File: src/rtl/vx_tcu_uop_sequencer_if.sv
// Handshake bundle between TCU dispatch, the uop sequencer and the FEDP execute/result ports.
interface vx_tcu_uop_sequencer_if #(
  parameter int unsigned TAG_WIDTH = 8
);
  logic                 req_valid;
  logic                 req_ready;
  logic [TAG_WIDTH-1:0] req_tag;
  logic [3:0]           req_m_last;
  logic [3:0]           req_n_last;

  logic                 uop_valid;
  logic                 uop_ready;
  logic [3:0]           uop_step_m;
  logic [3:0]           uop_step_n;
  logic [TAG_WIDTH-1:0] uop_tag;
  logic                 uop_last;

  logic                 cpl_valid;

  logic                 done_valid;
  logic                 done_ready;
  logic [TAG_WIDTH-1:0] done_tag;

  logic                 busy;
  logic                 err_cpl;

  // Sequencer side
  modport master (
    input  req_valid, req_tag, req_m_last, req_n_last, uop_ready, cpl_valid, done_ready,
    output req_ready, uop_valid, uop_step_m, uop_step_n, uop_tag, uop_last,
           done_valid, done_tag, busy, err_cpl
  );

  // Dispatch / FEDP / done-consumer side
  modport slave (
    output req_valid, req_tag, req_m_last, req_n_last, uop_ready, cpl_valid, done_ready,
    input  req_ready, uop_valid, uop_step_m, uop_step_n, uop_tag, uop_last,
           done_valid, done_tag, busy, err_cpl
  );
endinterface

File: src/rtl/vx_tcu_uop_sequencer.sv
// Expands one MMA request into (step_m, step_n) FEDP micro-ops, throttled by an
// in-flight window, and reports completion once every micro-op has retired.
module vx_tcu_uop_sequencer #(
  parameter int unsigned TAG_WIDTH    = 8,
  parameter int unsigned MAX_INFLIGHT = 8
) (
  input  logic                          clk,
  input  logic                          reset,
  vx_tcu_uop_sequencer_if.master        bus
);

  localparam int unsigned STEP_W = 4;
  localparam int unsigned CNT_W  = $clog2(MAX_INFLIGHT + 1);
  localparam logic [CNT_W-1:0] CNT_MAX = CNT_W'(MAX_INFLIGHT);

  typedef enum logic [1:0] {
    S_IDLE  = 2'd0,
    S_ISSUE = 2'd1,
    S_DRAIN = 2'd2,
    S_DONE  = 2'd3
  } state_e;

  state_e               state_q, state_d;
  logic [CNT_W-1:0]     inflight_q, inflight_d;
  logic [STEP_W-1:0]    step_m_q, step_m_d;
  logic [STEP_W-1:0]    step_n_q, step_n_d;
  logic [STEP_W-1:0]    m_last_q, m_last_d;
  logic [STEP_W-1:0]    n_last_q, n_last_d;
  logic [TAG_WIDTH-1:0] tag_q, tag_d;
  logic                 req_ready_q, req_ready_d;
  logic                 uop_valid_q, uop_valid_d;
  logic                 uop_last_q, uop_last_d;
  logic                 done_valid_q, done_valid_d;
  logic                 busy_q, busy_d;
  logic                 err_cpl_q, err_cpl_d;

  logic req_fire, uop_fire, cpl_ok, done_fire;

  // Handshake fires, window count, step walk and next state
  always_comb begin
    req_fire  = bus.req_valid && req_ready_q;
    uop_fire  = uop_valid_q && bus.uop_ready;
    cpl_ok    = bus.cpl_valid && (inflight_q != '0);
    done_fire = done_valid_q && bus.done_ready;

    inflight_d = inflight_q + CNT_W'(uop_fire) - CNT_W'(cpl_ok);
    err_cpl_d  = err_cpl_q | (bus.cpl_valid && (inflight_q == '0));

    step_m_d = step_m_q;
    step_n_d = step_n_q;
    m_last_d = m_last_q;
    n_last_d = n_last_q;
    tag_d    = tag_q;
    state_d  = state_q;

    if (req_fire) begin
      step_m_d = '0;
      step_n_d = '0;
      m_last_d = bus.req_m_last;
      n_last_d = bus.req_n_last;
      tag_d    = bus.req_tag;
    end else if (uop_fire) begin
      // n is the inner loop, m the outer one
      if (step_n_q == n_last_q) begin
        step_n_d = '0;
        step_m_d = step_m_q + STEP_W'(1);
      end else begin
        step_n_d = step_n_q + STEP_W'(1);
      end
    end

    case (state_q)
      S_IDLE:  if (req_fire)                state_d = S_ISSUE;
      S_ISSUE: if (uop_fire && uop_last_q)  state_d = S_DRAIN;
      S_DRAIN: if (inflight_d == '0)        state_d = S_DONE;
      S_DONE:  if (done_fire)               state_d = S_IDLE;
      default:                              state_d = S_IDLE;
    endcase

    // Outputs are decoded from next state so they leave the flops directly
    req_ready_d  = (state_d == S_IDLE);
    busy_d       = (state_d != S_IDLE);
    done_valid_d = (state_d == S_DONE);
    uop_valid_d  = (state_d == S_ISSUE) && (inflight_d < CNT_MAX);
    uop_last_d   = (state_d == S_ISSUE) && (step_m_d == m_last_d) && (step_n_d == n_last_d);
  end

  // State and registered outputs
  always_ff @(posedge clk) begin
    if (reset) begin
      state_q      <= S_IDLE;
      inflight_q   <= '0;
      step_m_q     <= '0;
      step_n_q     <= '0;
      m_last_q     <= '0;
      n_last_q     <= '0;
      tag_q        <= '0;
      req_ready_q  <= 1'b1;
      uop_valid_q  <= 1'b0;
      uop_last_q   <= 1'b0;
      done_valid_q <= 1'b0;
      busy_q       <= 1'b0;
      err_cpl_q    <= 1'b0;
    end else begin
      state_q      <= state_d;
      inflight_q   <= inflight_d;
      step_m_q     <= step_m_d;
      step_n_q     <= step_n_d;
      m_last_q     <= m_last_d;
      n_last_q     <= n_last_d;
      tag_q        <= tag_d;
      req_ready_q  <= req_ready_d;
      uop_valid_q  <= uop_valid_d;
      uop_last_q   <= uop_last_d;
      done_valid_q <= done_valid_d;
      busy_q       <= busy_d;
      err_cpl_q    <= err_cpl_d;
    end
  end

  assign bus.req_ready  = req_ready_q;
  assign bus.uop_valid  = uop_valid_q;
  assign bus.uop_step_m = step_m_q;
  assign bus.uop_step_n = step_n_q;
  assign bus.uop_tag    = tag_q;
  assign bus.uop_last   = uop_last_q;
  assign bus.done_valid = done_valid_q;
  assign bus.done_tag   = tag_q;
  assign bus.busy       = busy_q;
  assign bus.err_cpl    = err_cpl_q;

endmodule

File: src/flat_wrapper.sv
// flat-port wrapper written by rule: the top's interface ports become plain ports
module vx_tcu_uop_sequencer_flat 
#(
  parameter int unsigned TAG_WIDTH    = 8,
  parameter int unsigned MAX_INFLIGHT = 8
)
  (clk, reset, bus_req_valid, bus_req_tag, bus_req_m_last, bus_req_n_last, bus_uop_ready, bus_cpl_valid, bus_done_ready, bus_req_ready, bus_uop_valid, bus_uop_step_m, bus_uop_step_n, bus_uop_tag, bus_uop_last, bus_done_valid, bus_done_tag, bus_busy, bus_err_cpl);
  vx_tcu_uop_sequencer_if #(.TAG_WIDTH(TAG_WIDTH)) bus_i ();
  input  logic clk;
  input  logic reset;
  input wire logic [$bits(bus_i.req_valid)-1:0] bus_req_valid;
  input wire logic [$bits(bus_i.req_tag)-1:0] bus_req_tag;
  input wire logic [$bits(bus_i.req_m_last)-1:0] bus_req_m_last;
  input wire logic [$bits(bus_i.req_n_last)-1:0] bus_req_n_last;
  input wire logic [$bits(bus_i.uop_ready)-1:0] bus_uop_ready;
  input wire logic [$bits(bus_i.cpl_valid)-1:0] bus_cpl_valid;
  input wire logic [$bits(bus_i.done_ready)-1:0] bus_done_ready;
  output wire logic [$bits(bus_i.req_ready)-1:0] bus_req_ready;
  output wire logic [$bits(bus_i.uop_valid)-1:0] bus_uop_valid;
  output wire logic [$bits(bus_i.uop_step_m)-1:0] bus_uop_step_m;
  output wire logic [$bits(bus_i.uop_step_n)-1:0] bus_uop_step_n;
  output wire logic [$bits(bus_i.uop_tag)-1:0] bus_uop_tag;
  output wire logic [$bits(bus_i.uop_last)-1:0] bus_uop_last;
  output wire logic [$bits(bus_i.done_valid)-1:0] bus_done_valid;
  output wire logic [$bits(bus_i.done_tag)-1:0] bus_done_tag;
  output wire logic [$bits(bus_i.busy)-1:0] bus_busy;
  output wire logic [$bits(bus_i.err_cpl)-1:0] bus_err_cpl;
  assign bus_i.req_valid = bus_req_valid;
  assign bus_i.req_tag = bus_req_tag;
  assign bus_i.req_m_last = bus_req_m_last;
  assign bus_i.req_n_last = bus_req_n_last;
  assign bus_i.uop_ready = bus_uop_ready;
  assign bus_i.cpl_valid = bus_cpl_valid;
  assign bus_i.done_ready = bus_done_ready;
  assign bus_req_ready = bus_i.req_ready;
  assign bus_uop_valid = bus_i.uop_valid;
  assign bus_uop_step_m = bus_i.uop_step_m;
  assign bus_uop_step_n = bus_i.uop_step_n;
  assign bus_uop_tag = bus_i.uop_tag;
  assign bus_uop_last = bus_i.uop_last;
  assign bus_done_valid = bus_i.done_valid;
  assign bus_done_tag = bus_i.done_tag;
  assign bus_busy = bus_i.busy;
  assign bus_err_cpl = bus_i.err_cpl;
  vx_tcu_uop_sequencer #(.TAG_WIDTH(TAG_WIDTH), .MAX_INFLIGHT(MAX_INFLIGHT)) u_core (.clk(clk), .reset(reset), .bus(bus_i));
endmodule
File: config.mk
export PLATFORM = sky130hd
export DESIGN_NAME = vx_tcu_uop_sequencer_flat
export DESIGN_NICKNAME = d
export VERILOG_FILES = /design/src/rtl/vx_tcu_uop_sequencer_if.sv /design/src/rtl/vx_tcu_uop_sequencer.sv /design/src/flat_wrapper.sv
export SDC_FILE = /design/constraint.sdc
export NUM_CORES = 1
export LEC_CHECK = 0
export ABC_AREA = 1
export CAP_MARGIN = 25
export CORE_AREA = 3 3 67 69
export DETAILED_ROUTE_END_ITERATION = 10
export DIE_AREA = 0 0 70 72
export PLACE_DENSITY = 0.86
export SLEW_MARGIN = 10
export SYNTH_ARGS = -nofsm -noshare
export SYNTH_HDL_FRONTEND = slang
export SYNTH_SLANG_ARGS = --single-unit
File: constraint.sdc
create_clock -name clk -period 3.8 [get_ports clk]
set_input_delay 0.38 -clock clk [delete_from_list [all_inputs] [get_ports clk]]
set_output_delay 0.38 -clock clk [all_outputs]
set_load 0.03 [all_outputs]
==> impl_metrics.json <==
{
  "status": "complete, no violations",
  "ir_worst_vdd_uv": 331,
  "drc": 0,
  "h-tree-depth": 2,
  "drt-wirelength-per-cell_um": 12.0,
  "maxSlewViolCount": 0,
  "synth_most_common_cell": "nand2_1",
  "nFillCells": 353,
  "r2r_cells": 16,
  "ant_nets": 0,
  "rows": 23,
  "die_area_mm2": 0.00504,
  "via_count": 1825,
  "crit_path_end_kind": "flop",
  "synth_top_cell_by_area": "dfxtp_1",
  "port_buffers": 51,
  "start_util_pct": 49.2,
  "crit_type": "in -> reg",
  "synthArstFlopShare_pct": 0,
  "grt_pass1_vias": 1951,
  "grt_max_degree": 31,
  "critical_path.max_fanout": 2,
  "gp_congestion": 0.857,
  "drtIter0Drc": 81,
  "netlist_instances": 276,
  "fin_crit_ns": 2.50,
  "whs_ns": 0.457,
  "syn_area_per_cell_um2": 7.09,
  "ys_types": 31,
  "crit_start": "bus_cpl_valid",
  "grt_first_pass_wirelength_um": 7890,
  "routed_wl_um": 4460,
  "nNetsFinal": 350,
  "synth_area_mm2": 0.00196,
  "clock_latency_ns": 0.29,
  "cts_tree": "done",
  "worst_slew_pin_slew_ns": 0.475,
  "setup_violations": 0,
  "overflow": 0,
  "synthTopCellsByArea": "dfxtp_1 37%, nand2_1 9.0%, nor2_1 8.8%",
  "max_freq_mhz": 400,
  "leakage_nw": 1.15,
  "fin_crit_sh_pct": 65.8,
  "power.density_mw_per_mm2": 500,
  "r2r-start": "u_core.inflight_q[2]$_SDFF_PP0_",
  "ctsLongestPathBuffers": 2,
  "drv_cap": 0,
  "multiInputGateArea_um2": 965,
  "power.total_w": 0.00128,
  "hp-class": "reg -> reg",
  "firstDrtPassIters": 4,
  "post_cts_resized": 0,
  "cts_setup_buffers": 0,
  "ctsHoldBuffers": 0,
  "worstPathRequired_ns": 4.04,
  "fin_tns_setup_ns": 0,
  "clock-sinks": 36,
  "synth_flop_cell": "dfxtp_1",
  "dp_hpwl_um": 3350,
  "synth_edf_count": 0,
  "drive_above_1_share_pct": 9.97,
  "fp.coreArea_mm2": 0.00397,
  "ys_seq_area_share_pct": 36.9,
  "area.growth.synth_to_final_pct": 30.3,
  "grt_use_total_pct": 19.4,
  "synth_top_area_share_pct": 36.9,
  "cp_data_arrival_time_ns": 2.74,
  "reg2reg_to": "u_core.bus.uop_last$_SDFF_PP0_",
  "reg2reg_slack_ns": 1.31,
  "diodes": 0,
  "clkTransAtPathRegs_ns": 0.08,
  "worstSetupEndpoint": "u_core.bus.uop_last$_SDFF_PP0_",
  "fin_skew_ns": 0.00309,
  "pre_cts_ws_ns": 1.02,
  "synthTopCellsByCount": "47 x nand2_1, 46 x nor2_1, 41 x inv_1",
  "viasPerCell": 4.92,
  "antenna_found_initial": 0,
  "setup_ws_ns": 1.30,
  "cts_root_buf": "clkbuf_8",
  "slew_headroom_pct": 68.3,
  "register_area_um2": 721,
  "syn-num-nets": 306,
  "hold_violations": 0,
  "die_height_um": 72,
  "ios": 52,
  "die_x_um": 70,
  "synth_seq_cells": 36,
  "rsz0062_at_grt": "no",
  "synth_warnings": 0,
  "numCtsBuffers": 5,
  "cp-start-kind": "input pin"
}
[power breakdown]
group,leakage [nW],switching [W],internal [W],total (W)
sequential,0.296,0.0000257,0.000426,0.000451
clock,0.0541,0.000146,0.000194,0.000340
combinational,0.802,0.000294,0.000190,0.000484
[layout by cell type, fill, tap and decap left out, types with 3 or more instances in the layout]
cell type	synthesis	layout
nand4_1	7	7
ha_1	7	7
clkbuf_8	0	5
nor2_1	46	46
a21oi_1	5	5
nand2_1	47	47
dfxtp_1	36	36
o21ai_0	21	21
nand2_4	3	3
clkdlybuf4s50_1	0	51
nand3_1	16	16
nor3_1	3	3
nand3_2	5	5
nand2_2	3	3
inv_1	41	41
or2_2	4	4
[worst min path at each step]
| stage | start | to | cells after the start |
|---|---|---|---|
| 2_1_floorplan | reset | u_core.bus.uop_step_n[1]$_SDFF_PP0_ | 1 |
| 3_3_place_gp | u_core.bus.err_cpl$_SDFF_PP0_ | u_core.bus.err_cpl$_SDFF_PP0_ | 2 |
| 3_5_place_dp | u_core.bus.err_cpl$_SDFF_PP0_ | u_core.bus.err_cpl$_SDFF_PP0_ | 2 |
| 4_1_cts | u_core.bus.err_cpl$_SDFF_PP0_ | u_core.bus.err_cpl$_SDFF_PP0_ | 2 |
| 5_1_grt | u_core.bus.err_cpl$_SDFF_PP0_ | u_core.bus.err_cpl$_SDFF_PP0_ | 2 |
| 6_report | u_core.bus.err_cpl$_SDFF_PP0_ | u_core.bus.err_cpl$_SDFF_PP0_ | 2 |
[flip-flops by register name (all words and copies together), names as in the netlist, 2 cells and up]
signal	count
u_core.bus.uop_step_m	4
u_core.inflight_q	4
u_core.bus.uop_step_n	4
u_core.m_last_q	4
u_core.state_q	2
u_core.bus.done_tag	8
u_core.n_last_q	4
[stage by stage]
stage	std cells	area [um2]	util, %
6_report	371	2550	64.2
5_1_grt	371	2550	64.2
4_1_cts	371	2550	64.2
3_5_place_dp	363	2440	61.4
3_3_place_gp	363	2440	61.4
2_1_floorplan	276	1960	-
[cells by family after synthesis]
family,Yosys count,synth area share [%]
buf+inv,59,13.8
compound gates,28,7.36
fa+ha+maj,8,5.50
simple gates,141,34.3
xor+xnor,4,2.18
flops,36,36.9
[worst max-delay path, stage by stage]
cell             delay (ns)
clkdlybuf4s50_1        0.48
inv_1                  0.04
a31oi_1                0.14
ha_1                   0.25
inv_1                  0.06
ha_1                   0.17
fa_1                   0.43
inv_1                  0.09
nand4_1                0.09
nor2_1                 0.10
nand2_1                0.08
nand4_1                0.11
nand3_1                0.09
nor2_1                 0.09
nand2_1                0.06
nor2_1                 0.08
[layer usage]
metal | part of all wire (%) | global-route usage, % | up-vias
met4 | 2.7 | 8.94 | 0
met5 | 0 | 0 | -
li1 | - | - | 942
met3 | 5.5 | 5.68 | 15
met2 | 50 | 36.0 | 53
met1 | 42 | 20.2 | 815
[area by class of cell]
type	count	area share, %
multi-input combinational	181	37.8
sequential	36	28.3
timing repair buffer	53	20.6
inverter	43	6.43
clock buffer	5	2.70
tap	50	2.45
clock inverter	3	1.67
Note: power is estimated with default switching activity, not from simulation.
